### config.mk
export PLATFORM = sky130hd
export DESIGN_NAME = gradient_frame_ctrl
export DESIGN_NICKNAME = d
export VERILOG_FILES = /design/src/rtl/grad_pkg.sv /design/src/rtl/grad_pos_counter.sv /design/src/rtl/gradient_frame_ctrl.sv
export SDC_FILE = /design/constraint.sdc
export NUM_CORES = 1
export LEC_CHECK = 0
export ABC_AREA = 1
export CAP_MARGIN = 40
export CORE_MARGIN = 8
export CORE_UTILIZATION = 56
export CTS_CLUSTER_DIAMETER = 60
export DETAILED_ROUTE_END_ITERATION = 10
export HOLD_SLACK_MARGIN = 0.05
export PLACE_DENSITY = 0.81
export SYNTH_ARGS = -nofsm -noshare
export SYNTH_HDL_FRONTEND = slang
export SYNTH_SLANG_ARGS = --single-unit
### constraint.sdc
create_clock -name i_clk -period 2.7 [get_ports i_clk]
set_input_delay 0.54 -clock i_clk [delete_from_list [all_inputs] [get_ports i_clk]]
set_output_delay 0.54 -clock i_clk [all_outputs]
set_load 0.03 [all_outputs]
### src/rtl/grad_pkg.sv
// rtl/grad_pkg.sv - shared state encoding, default geometry width and configuration legality check
package grad_pkg;

  localparam int DIM_W = 13;

  typedef enum logic [1:0] {
    IDLE     = 2'd0,
    WAIT_SOF = 2'd1,
    RUN      = 2'd2,
    DRAIN    = 2'd3
  } state_t;

  // A frame needs at least one full kernel footprint in both directions.
  function automatic logic cfg_legal(input int w, input int h, input int k);
    return (w >= k) && (h >= k);
  endfunction

endpackage

### src/rtl/grad_pos_counter.sv
// rtl/grad_pos_counter.sv - column/row position counter with end-of-line and last-pixel flags
module grad_pos_counter #(
  parameter int DIM_W = 13
) (
  input  logic             i_clk,
  input  logic             i_aresetn,
  input  logic             i_sof,
  input  logic             i_step,
  input  logic [DIM_W-1:0] i_width,
  input  logic [DIM_W-1:0] i_height,
  output logic             o_eol,
  output logic             o_last
);

  logic [DIM_W-1:0] col;
  logic [DIM_W-1:0] row;

  assign o_eol  = (col == i_width - DIM_W'(1));
  assign o_last = o_eol && (row == i_height - DIM_W'(1));

  // SOF beat is pixel (0,0) itself, so the next expected pixel is column 1.
  always_ff @(posedge i_clk or negedge i_aresetn) begin
    if (!i_aresetn) begin
      col <= '0;
      row <= '0;
    end else if (i_sof) begin
      col <= DIM_W'(1);
      row <= '0;
    end else if (i_step) begin
      if (o_eol) begin
        col <= '0;
        row <= row + DIM_W'(1);
      end else begin
        col <= col + DIM_W'(1);
      end
    end
  end

endmodule

### src/rtl/gradient_frame_ctrl.sv
// rtl/gradient_frame_ctrl.sv - frame sequencer for the gradient pipeline; GRAD_CTRL_TIMEOUT_EN adds a drain watchdog
module gradient_frame_ctrl #(
  parameter int DIM_W       = grad_pkg::DIM_W,
  parameter int KERNEL_SIZE = 5,
  parameter int FCNT_W      = 16
`ifdef GRAD_CTRL_TIMEOUT_EN
  , parameter int TIMEOUT_W = 20
`endif
) (
  input  logic              i_clk,
  input  logic              i_aresetn,
  input  logic              i_enable,
  input  logic [DIM_W-1:0]  i_cfg_width,
  input  logic [DIM_W-1:0]  i_cfg_height,
  input  logic              i_err_clr,
  input  logic              s_axis_tvalid,
  input  logic              s_axis_tuser,
  input  logic              s_axis_tlast,
  output logic              s_axis_tready,
  input  logic              i_m_tvalid,
  input  logic              i_m_tlast,
  output logic [DIM_W-1:0]  o_img_width,
  output logic [DIM_W-1:0]  o_img_height,
  output logic              o_busy,
  output logic              o_frame_done,
  output logic [FCNT_W-1:0] o_frame_count,
  output logic              o_err_cfg,
  output logic              o_err_early_eol,
  output logic              o_err_missing_eol,
  output logic              o_err_sof_mid,
  output logic              o_err_timeout
);

  import grad_pkg::*;

  state_t           state, state_nxt;
  logic             acc, sof_acc, run_acc, m_eol_beat;
  logic             pos_eol, pos_last, last_acc;
  logic             cfg_ok, latch_cfg, cfg_err;
  logic             frame_end, timeout_hit, boundary;
  logic [DIM_W-1:0] drain_cnt, drain_cnt_sum;
  logic             ev_early, ev_missing, ev_sof;

  assign acc           = s_axis_tvalid & s_axis_tready;
  assign sof_acc       = (state == WAIT_SOF) & acc & s_axis_tuser;
  assign run_acc       = (state == RUN) & acc;
  assign last_acc      = run_acc & pos_last;
  assign m_eol_beat    = i_m_tvalid & i_m_tlast;
  assign drain_cnt_sum = drain_cnt + DIM_W'(m_eol_beat);
  assign frame_end     = (state == DRAIN) && (drain_cnt_sum == o_img_height);
  assign boundary      = frame_end | timeout_hit;
  assign cfg_ok        = cfg_legal(int'(i_cfg_width), int'(i_cfg_height), KERNEL_SIZE);
  assign o_busy        = (state == RUN) || (state == DRAIN);

  assign ev_early   = run_acc & s_axis_tlast & ~pos_eol;
  assign ev_missing = run_acc & pos_eol & ~s_axis_tlast;
  assign ev_sof     = run_acc & s_axis_tuser;

  grad_pos_counter #(.DIM_W(DIM_W)) u_in_pos (
    .i_clk     (i_clk),
    .i_aresetn (i_aresetn),
    .i_sof     (sof_acc),
    .i_step    (run_acc),
    .i_width   (o_img_width),
    .i_height  (o_img_height),
    .o_eol     (pos_eol),
    .o_last    (pos_last)
  );

  // State register.
  always_ff @(posedge i_clk or negedge i_aresetn) begin
    if (!i_aresetn) state <= IDLE;
    else            state <= state_nxt;
  end

  // Next-state decode; geometry is only (re)sampled at frame boundaries.
  always_comb begin
    state_nxt = state;
    latch_cfg = 1'b0;
    cfg_err   = 1'b0;
    case (state)
      IDLE: begin
        if (i_enable) begin
          if (cfg_ok) begin
            latch_cfg = 1'b1;
            state_nxt = WAIT_SOF;
          end else begin
            cfg_err = 1'b1;
          end
        end
      end
      WAIT_SOF: begin
        if (!i_enable)    state_nxt = IDLE;
        else if (sof_acc) state_nxt = RUN;
      end
      RUN: begin
        if (last_acc) state_nxt = DRAIN;
      end
      DRAIN: begin
        if (boundary) begin
          if (!i_enable) begin
            state_nxt = IDLE;
          end else if (cfg_ok) begin
            latch_cfg = 1'b1;
            state_nxt = WAIT_SOF;
          end else begin
            cfg_err   = 1'b1;
            state_nxt = IDLE;
          end
        end
      end
      default: state_nxt = IDLE;
    endcase
  end

  // Ready follows the next state so it lines up with the state register.
  always_ff @(posedge i_clk or negedge i_aresetn) begin
    if (!i_aresetn) s_axis_tready <= 1'b0;
    else            s_axis_tready <= (state_nxt == WAIT_SOF) || (state_nxt == RUN);
  end

  // Latched geometry seen by the datapath.
  always_ff @(posedge i_clk or negedge i_aresetn) begin
    if (!i_aresetn) begin
      o_img_width  <= '0;
      o_img_height <= '0;
    end else if (latch_cfg) begin
      o_img_width  <= i_cfg_width;
      o_img_height <= i_cfg_height;
    end
  end

  // Output end-of-line counter; an output tlast on the last-pixel accept cycle already counts.
  always_ff @(posedge i_clk or negedge i_aresetn) begin
    if (!i_aresetn)                          drain_cnt <= '0;
    else if ((state == DRAIN) || last_acc)   drain_cnt <= drain_cnt_sum;
    else if (state != RUN)                   drain_cnt <= '0;
  end

  // Frame completion pulse and wrapping frame counter.
  always_ff @(posedge i_clk or negedge i_aresetn) begin
    if (!i_aresetn) begin
      o_frame_done  <= 1'b0;
      o_frame_count <= '0;
    end else begin
      o_frame_done <= frame_end;
      if (frame_end) o_frame_count <= o_frame_count + FCNT_W'(1);
    end
  end

  // Sticky error flags; a new event beats a simultaneous clear.
  always_ff @(posedge i_clk or negedge i_aresetn) begin
    if (!i_aresetn) begin
      o_err_cfg         <= 1'b0;
      o_err_early_eol   <= 1'b0;
      o_err_missing_eol <= 1'b0;
      o_err_sof_mid     <= 1'b0;
    end else begin
      o_err_cfg         <= cfg_err    | (o_err_cfg         & ~i_err_clr);
      o_err_early_eol   <= ev_early   | (o_err_early_eol   & ~i_err_clr);
      o_err_missing_eol <= ev_missing | (o_err_missing_eol & ~i_err_clr);
      o_err_sof_mid     <= ev_sof     | (o_err_sof_mid     & ~i_err_clr);
    end
  end

`ifdef GRAD_CTRL_TIMEOUT_EN
  logic [TIMEOUT_W-1:0] to_cnt;

  assign timeout_hit = (state == DRAIN) && !i_m_tvalid && (&to_cnt) && !frame_end;

  // Drain watchdog: restarts on any output activity, idle outside DRAIN.
  always_ff @(posedge i_clk or negedge i_aresetn) begin
    if (!i_aresetn)                        to_cnt <= '0;
    else if ((state != DRAIN) || i_m_tvalid) to_cnt <= '0;
    else                                   to_cnt <= to_cnt + TIMEOUT_W'(1);
  end

  // Sticky timeout flag.
  always_ff @(posedge i_clk or negedge i_aresetn) begin
    if (!i_aresetn) o_err_timeout <= 1'b0;
    else            o_err_timeout <= timeout_hit | (o_err_timeout & ~i_err_clr);
  end
`else
  assign timeout_hit   = 1'b0;
  assign o_err_timeout = 1'b0;
`endif

endmodule

After elaboration in Yosys (flattened, before gate mapping)
Index checks and enable logic that the tools add are counted.
- flip-flop bits (word level): 89
- input port bits: 35
- output and inout bits: 50
- bitwise logic cells: 22
- mux-type cells: 25
- add/sub/neg operators: 6
- order comparisons: 2
- eq/ne operators: 9
- reduce and logical (&&, ||, !) cells: 11
- operator list (operator ; count):
    13-bit two-way mux ; 8
    13-bit equality test ; 3
    13-bit by 1-bit adder with 13-bit output, second input constant ; 2
    13-bit by 3-bit >= comparator with 1-bit output, second input constant ; 2
    13-bit by 1-bit subtractor with 13-bit output, second input constant ; 2
    16-bit by 1-bit adder with 16-bit output, second input constant ; 1
    1-bit AND ; 15
    13-bit by 1-bit adder with 13-bit output ; 1
    2-bit two-way mux ; 6
    1-bit two-way mux ; 8
    2-bit case mux with 4 select lines ; 1
    2-bit equality test, second input constant ; 3
    2-bit nonzero test ; 3
    2-bit by 1-bit equality test with 1-bit output, second input constant ; 2
    1-bit bitwise OR ; 4
    1-bit case mux with 2 select lines ; 2
    1-bit logical AND ; 3
    1-bit logical OR ; 3
    1-bit NOT ; 3
    2-bit logical NOT ; 1
    2-bit != test, second input constant ; 1
    2-bit AND reduction ; 1

Longest topological paths before layout
Gate-level depths: netlist (run 1).
- word-level depth: 8
- mapped depth: 22
- mapped depth without buffers: 21

Cells and area by module
Synthesis (run 1) repeated with hierarchy kept, for this count alone.
- cell total of the unflattened synthesis: 884
- area total of the unflattened synthesis: 6388.6 um^2
- modules (own cells, without submodules) (module ; sequential area each (um^2) ; times used ; cells an instance ; area each (um^2)):
    gradient_frame_ctrl ; 1576.5 ; 1 ; 492 ; 3890.0
    grad_pos_counter ; 650.6 ; 1 ; 392 ; 2498.6

Worst setup path before layout (run 1)
No wires, ideal clock.
- path kind: in2reg
- from: in i_m_tvalid
- to: reg o_frame_count[9]
- arrival: 2602 ps
- setup slack: -20 ps
- setup time: 118 ps
- stages: 22
- cells stage by stage: nand2_1 -> inv_1 -> ha_1 -> ha_1 -> buf_2 -> inv_1 -> nand2_1 -> nand2_1 -> nand2_1 -> nand2_1 -> nor2_1 -> nand3_1 -> nor2_1 -> nand3_1 -> nor2_2 -> nand2_4 -> nor2_2 -> nand3_2 -> nor2_2 -> nand2_1 -> nand2_1 -> nand2_1
- word-level cells in the longest chain between the ends: 4
- RTL lines (what ; line ; text):
    start: declaration ; gradient_frame_ctrl.sv:20 ; input logic i_m_tvalid,
    1-bit AND ; gradient_frame_ctrl.sv:48 ; assign m_eol_beat = i_m_tvalid & i_m_tlast;
    13-bit by 1-bit adder with 13-bit output ; gradient_frame_ctrl.sv:49 ; assign drain_cnt_sum = drain_cnt + DIM_W'(m_eol_beat);
    13-bit equality test ; gradient_frame_ctrl.sv:50 ; assign frame_end = (state == DRAIN) && (drain_cnt_sum == o_img_height);
    1-bit logical AND ; gradient_frame_ctrl.sv:50 ;
    end signal: assignment ; gradient_frame_ctrl.sv:147 ; if (frame_end) o_frame_count <= o_frame_count + FCNT_W'(1);
    end: declaration ; gradient_frame_ctrl.sv:26 ; output logic [FCNT_W-1:0] o_frame_count,
No other way between the ends.
A chain may end at the register's enable or synchronous reset.

Worst setup path in the final report (run 1)
- from: reg drain_cnt[0]
- to: reg o_img_height[9]
- word-level cells in the longest chain between the ends: 5
- RTL lines (what ; line ; text):
    start: declaration ; gradient_frame_ctrl.sv:41 ; logic [DIM_W-1:0] drain_cnt, drain_cnt_sum;
    start signal: assignment ; gradient_frame_ctrl.sv:136 ; else if ((state == DRAIN) || last_acc) drain_cnt <= drain_cnt_sum;
    13-bit by 1-bit adder with 13-bit output ; gradient_frame_ctrl.sv:49 ;
    13-bit equality test ; gradient_frame_ctrl.sv:50 ;
    1-bit logical AND ; gradient_frame_ctrl.sv:50 ;
    1-bit two-way mux ; gradient_frame_ctrl.sv:100 ; if (boundary) begin
    1-bit case mux with 2 select lines ; gradient_frame_ctrl.sv:81 ; case (state)
    end signal: assignment ; gradient_frame_ctrl.sv:129 ; o_img_height <= i_cfg_height;
    end: declaration ; gradient_frame_ctrl.sv:23 ; output logic [DIM_W-1:0] o_img_height,
No other way between the ends.

==> impl_results.md, run 1 <==
- Status: complete, but fails checks
- Failing checks: negative setup slack
- Ports: 85
- Post-DRT Antenna Nets: 0
- RSZ-0062 raised after global routing: yes
- Vias per cell: about 5.5
- Worst path slowest cell: dfrtp_1
- Vias in the first global route: 5897
- Via count: 6200
- Synth top area share: 36.52%
- Placed standard-cell area: approximately 7400 sq um
- Global route overflow: 0
- Worst hold path class: in -> async
- Setup TNS: -0.1223 ns
- Worst-Skew Late Latency: ~0.38 ns
- Crit start category: flop
- Final WS setup: -0.04634 ns
- Final Max Slew Viols: 0
- Crit path time final: 2.746 ns
- Max stage delay on crit path: around 0.42 ns
- Post-synthesis net count: roughly 900
- End-of-flow core utilization: between 70% and 80%
- Top FF cell, synth: dfrtp_1
- Die X: 120.4 um
- Power per cell area: between 800 and 900 nW/um^2
- Crit. End Element: flop
- Clk sinks: a little under 90
- Top cells by area, synth: dfrtp_1 (37%), nand2_1 (14%), inv_1 (7.1%)
- Share of cells above drive strength 1: 18.46%
- PortBufs: 83
- Initial detailed-routing violation count: about 620
- Fin nets: about 1000
- CTS Buf Count: 9
- HPWL Detailed: 12670 um
- Dominant cell type by area after synthesis: dfrtp_1
- Leakage: roughly 3.7 nW
- Fin. Hold Viols: 0
- WL final: approximately 18000 um
- Worst-case clock buffer depth: 2
- Crit share post-route: 101.7%
- CTS H-tree depth: 3
- Number of synthesized flops with an enable pin: 0
- Diode count: 0
- Final setup viols: 11
- R2R setup slack: -0.05 ns
- FF+latch area: roughly 2200 sq um
- FF+latch count, synth: 89
- MaxCap Viol Count: 0
- First-pass GRT wire length: roughly 28000 um
- Post-synth cell types: between 40 and 50
- R2r startpoint: drain_cnt[0]
- Setup Skew: 0.01284 ns
- Worst-path clk slew: approximately 0.1 ns
- Gpl congestion: about 0.93
- Fillers: 840
- Die Y: 120.4 um
- Area occupied by multi-input gates: roughly 3500 sq um
- Maximum VDD drop: roughly 0.7 mV
- Initial antenna violation count: 0
- Ys async rst share: 100.0%
- Starting density of the core: a little under three fifths
- CP Max Fanout: 11
- Total Routing Usage GR: 24.11%
- Crit path DAT: 3.01 ns
- Pwr Total: about 0.0065 W
- Setup crit end: o_img_height[9]
- Maximum clock rate: around 0.36 GHz
- Yosys warns: 0
- Row cnt: 38
- R2r endpoint: o_img_height[9]
- Hold-fix buffers, CTS: 0
- Synthesis-to-finish area growth: 31.66%
- Pre-Repair DR Iteration Count: 5
- DRC: 0
- Core ar.: roughly 11000 sq um
- Worst-path cell chain: ha_4 > ha_4 > inv_2 > nand2_2 > nand2_1 > inv_1 > nand3_2 > nor2_4 > nand3_2 > nor2_2 > nand3_2 > nor2_4 > nand2_4 > nand2_4 > nand4_4 > buf_12 > buf_12 > nor2_4 > a21oi_2
- Synth Area per Inst: roughly 7 sq um
- Reg2reg path depth: 19
- CP Class: reg -> reg
- Sequential area share after synthesis: a little over a third
- WP data required: approximately 3 ns
- Pin count of the biggest net entering global routing: 38
- Synth Instances: between 800 and 900
- Fin area: 8029 sq um
- Critical Path Source: drain_cnt[0]
- Wire per inst: approximately 15 um
- CTS tree: built
- CTS root buf: clkbuf_8
- Synthesized area: just over 6000 sq um
- Die footprint: approximately 14000 sq um
==> synthesized netlist by cell type (all sizes together), types with 2 or more instances <==
cell type	instances
nand3	88
nor4	10
a21oi	26
nand3b	5
dfrtp	89
o31ai	3
inv	123
nor2	101
o22ai	8
or2	2
nand4	19
nor3	24
buf	12
xor2	30
xnor2	16
nand2	233
o21ai	40
ha	11
==> critical path: cells and delay by family (launching register included) <==
family,cells,cell delay [ns]
AO/OA/AOI/OAI,1,0.05
buffers and inverters,4,0.44
AND/OR/NAND/NOR,12,1.26
adder cells (fa/ha/maj),2,0.46
flip-flops,1,0.42
==> flip-flops by register name, summed over array words and instances (netlist names), 2 cells and up <==
| name | flops |
|---|---|
| o_img_width | 13 |
| u_in_pos.col | 13 |
| u_in_pos.row | 13 |
| state | 2 |
| drain_cnt | 13 |
| o_img_height | 13 |
| o_frame_count | 16 |
==> cell families after synthesis <==
group / synth area share (%)
compound gates: 8.905
xor+xnor: 6.606
fa+ha+maj: 2.257
buf+inv: 9.315
flops: 36.52
other cells: 0.06149
simple gates: 36.34
==> stage by stage <==
| stage | hold slack (ns) | std cells | worst slack [ns] |
|---|---|---|---|
| 6_report | 0.09760 | 1137 | -0.04634 |
| 3_5_place_dp | 0.5119 | 1106 | -0.4752 |
| 4_1_cts | 0.09914 | 1130 | 0.08158 |
| 3_3_place_gp | 0.5058 | 1106 | -0.3907 |
| 2_1_floorplan | 0.2444 | 849 | 0.03686 |
| 5_1_grt | 0.1180 | 1137 | -0.1931 |
==> worst min-delay path by stage <==
stage	endpoint	slack, ns
CTS	o_img_height[0]	0.1
global route	u_in_pos.row[2]	0.12
detailed placement	u_in_pos.row[5]	0.51
floorplan	drain_cnt[0]	0.24
global placement	u_in_pos.row[5]	0.51
finish	o_img_height[0]	0.1
==> per-layer routing <==
| layer | track usage [%] | part of all wire, % | vias to the layer above |
|---|---|---|---|
| met2 | 41.70 | 48 | 241 |
| met4 | 9.524 | 3.2 | 0 |
| met1 | 29.81 | 42 | 2900 |
| met5 | 0 | 0 | - |
| li1 | - | - | 3018 |
| met3 | 3.450 | 6.3 | 41 |
==> placed cells by master (no fill, tap or decap), drive strengths merged, types with 11 or more instances in the layout <==
cell           instances
xor2                  30
dfrtp                 89
inv                  126
nand4                 19
clkbuf                11
nor2                 101
buf                   61
xnor2                 16
ha                    11
nand2                233
a21oi                 26
o21ai                 40
clkdlybuf4s50         80
nand3                 88
nor3                  24
==> area by class of cell <==
type	instances	area share, %
clock buffers	9	1.543
inverters	124	5.797
multi-input cells	623	43.79
flip-flops and latches	89	27.75
well taps	140	2.182
clock inverters	7	0.9506
repair buffers	145	17.98
==> power breakdown <==
group          switching [W]  internal (W)
clock               0.000541      0.000436
combinational        0.00200       0.00143
sequential          0.000487       0.00165
==> repair_timing <==
action | CTS | global route
gates cloned | 2 | 2
endpoints found under the setup margin | 30 | 56
pin swaps | 4 | 20
setup buffers | 6 | 6
gates resized for setup | 14 | 44
Note: power is estimated with default switching activity, not from simulation.
==> inputs of run 2 (changes only) <==
CAP_MARGIN = 20   (was 40)
==> results of run 2 <==
The final DEF is identical to that of run 1; final timing and power are the same.
==> inputs of run 3 (changes only) <==
SKIP_LAST_GASP = 1   (was default)
==> run 3 against run 2 <==
Net effect: the run still ends with negative setup slack left; critical path depth unchanged; hold slack lost 0.0025 ns; combinational power about the same; fmax rose by 0.20%; first-iteration DRC count fell by 3.2%; via count shrank 0.37%; total power decreased by 0.23%; register-to-register slack barely moved; die area unchanged; clock skew up 0.00073 ns; worst setup slack better by 0.0056 ns; count of clock-buffer cells in the layout is the same; highest routed layer unchanged.
==> impl_results.md, run 3 (synthesis gave the netlist of run 1 again) <==
- Vias per cell: 5.433 (was 5.453)
- M1 GR Usage: 29.81% (unchanged)
- Crit path DAT: 3.00 ns (was 3.01 ns)
- Pin count of the biggest net entering global routing: 38 (unchanged)
- Max FFs per register: 16 (unchanged)
- Fin. Hold Viols: 0 (unchanged)
- Die footprint: 14490 sq um (unchanged)
- CTS root buf: clkbuf_8 (unchanged)
- Worst-path clk slew: 0.10 ns (about the same)
- Die Y: 120.4 um (unchanged)
- Wire per inst: 15.38 um (was 15.41 um)
- Gpl congestion: 0.9337 (unchanged)
- Worst hold path class: in -> async (unchanged)
- Status: complete, but fails checks (unchanged)
- Setup Skew: 0.01357 ns (was 0.01284 ns)
- Synthesis-to-finish area growth: 31.37% (was 31.66%)
- Grt met2 use: 41.70% (unchanged)
- Worst-case clock buffer depth: 2 (unchanged)
- GR Util met3: 3.450% (unchanged)
- Worst Max-Slew Pin Slew: approximately 0.49 ns
- Commonest cells after routing, fill and taps aside: nand2_1 (217), inv_1 (114), dfrtp_1 (88) (was nand2_1 (214), inv_1 (114), dfrtp_1 (88))
- CP Class: reg -> reg (unchanged)
- Max stage delay on crit path: 0.42 ns (about the same)
- Crit path max-delay family: simple AND/OR/NAND/NOR gates (unchanged)
- Fin nets: 1038 (unchanged)
- WP data required: 2.96 ns (about the same)
- Power per cell area: 814.8 nW/um^2 (was 814.9 nW/um^2)
- Worst path slowest cell: dfrtp_1 (unchanged)
- Slew headroom: roughly two thirds
- MaxCap Viol Count: 0 (unchanged)
- Worst-Skew Late Latency: 0.38 ns (about the same)
- Clk sinks: 89 (unchanged)
- Largest Register: o_frame_count (unchanged)
- Initial antenna violation count: 0 (unchanged)
- Leakage: 3.684 nW (was 3.685 nW)
- PortBufs: 83 (unchanged)
- Vias in the first global route: 5897 (unchanged)
- RSZ-0062 raised after global routing: yes (unchanged)
- CTS Buf Count: 9 (unchanged)
- Via count: 6177 (was 6200)
- Pwr Total: 0.006528 W (was 0.006543 W)
- Global route overflow: 0 (unchanged)
- First-pass GRT wire length: 28350 um (unchanged)
- Initial detailed-routing violation count: 604 (was 624)
- Final WS setup: -0.04077 ns (was -0.04634 ns)
- Core ar.: 10750 sq um (unchanged)
- Failing checks: negative setup slack (unchanged)
- Crit start category: flop (unchanged)
- DRC: 0 (unchanged)
- CP Max Fanout: 11 (unchanged)
- WL final: 17490 um (was 17520 um)
- CTS H-tree depth: 3 (unchanged)
- Maximum VDD drop: 0.7058 mV (was 0.7009 mV)
- Final Non-Filler Cells: 1137 (unchanged)
- CTS tree: built (unchanged)
- Hold-fix buffers, CTS: 0 (unchanged)
- Starting density of the core: 56.75% (unchanged)
- Share of cells above drive strength 1: 18.15% (was 18.46%)
- Busiest layer in global routing: met2 (unchanged)
- Maximum clock rate: 0.3649 GHz (was 0.3641 GHz)
- Diode count: 0 (unchanged)
- Post-DRT Antenna Nets: 0 (unchanged)
- Ports: 85 (unchanged)
- Crit share post-route: 101.5% (was 101.7%)
- Die X: 120.4 um (unchanged)
- Final Max Slew Viols: 0 (unchanged)
- Most common cell after layout, fill and taps aside: nand2_1 (unchanged)
- Final setup viols: 6 (was 11)
- Crit. End Element: flop (unchanged)
- Worst-path cell chain: ha_4 > ha_4 > inv_2 > nand2_2 > nand2_1 > inv_1 > nand3_2 > nor2_4 > nand3_2 > nor2_2 > nand3_2 > nor2_4 > nand2_4 > nand2_4 > nand4_4 > buf_12 > buf_12 > nor2_4 > a21oi_2 (unchanged)
- Total Routing Usage GR: 24.11% (unchanged)
- Crit path time final: 2.741 ns (was 2.746 ns)
- CP bufs+invs: 4 (unchanged)
- Dpl cells: 1106 (unchanged)
- Pre-Repair DR Iteration Count: 5 (unchanged)
- Row cnt: 38 (unchanged)
- HPWL Detailed: 12670 um (unchanged)
[run 3: changes by cell type in the layout (fill, tap and decap cells not counted)]
cell	delta
nand2_1	+3
nand2_2	-3
nor2_2	+2
nor2_4	-2
[run 3: per-stage QoR]
stage	setup TNS, ns	utilization [%]	instance area (sq um)	hold WS (ns)	worst slack [ns]
6_report	-0.08087	74.56	8011	0.09512	-0.04077
5_1_grt	-4.237	74.56	8011	0.1180	-0.1932
4_1_cts	0	72.28	7766	0.09914	0.08158
3_5_place_dp	-18.16	68.91	7405	0.5119	-0.4752
3_3_place_gp	-14.80	68.91	7405	0.5058	-0.3907
2_1_floorplan	0	-	6101	0.2444	0.03686
[run 3: area by class of cell]
type                            count  area (sq um)
Clock buffer                        9         123.9
Clock inverter                      7         76.32
Fill cell                         837          2734
Inverter                          124         465.4
Multi-Input combinational cell    623          3498
Sequential cell                    89          2228
Tap cell                          140         175.2
Timing Repair Buffer              145          1444
[run 3: repair_timing]
item | CTS | global route
resized for setup | 14 | 39
buffers inserted | 6 | 6
gates cloned | 2 | 2
endpoints found under the setup margin | 30 | 56
pin swaps | 4 | 20
[run 3: worst paths after layout]
| path | startpoint | endpoint | slack (ns) | cells past startpoint |
|---|---|---|---|---|
| setup reg to reg | drain_cnt[0] | o_img_height[9] | -0.04 | 19 |
| setup / recovery | drain_cnt[0] | o_img_height[9] | -0.04 | 19 |
| min in group i_clk | o_frame_count[6] | o_frame_count[6] | 0.53 | 1 |
| max in group asynchronous | i_aresetn | drain_cnt[2] | 1.95 | 2 |
| hold reg to reg | o_frame_count[6] | o_frame_count[6] | 0.53 | 1 |
| hold / removal | i_aresetn | o_img_height[0] | 0.1 | 1 |
[run 3: worst register-to-register path: cells and delay by family (launching register included)]
family | cells | cell delay [ns]
buffers and inverters | 4 | 0.44
DFF | 1 | 0.42
AOI/OAI and AO/OA | 1 | 0.05
and+or+nand+nor | 12 | 1.26
adders and majority gates | 2 | 0.46
[run 3: metal layers]
metal  wire length [um]  up-vias
met5                  0        -
met4                550        0
met3               1036       39
met2               8437      227
met1               7464     2897
li1                   -     3014
[run 3: report_power, final]
| group | internal (W) | switching [W] | total, W |
|---|---|---|---|
| Sequential | 0.00165 | 0.000481 | 0.00213 |
| Clock | 0.000436 | 0.000544 | 0.000980 |
| Combinational | 0.00142 | 0.00199 | 0.00341 |
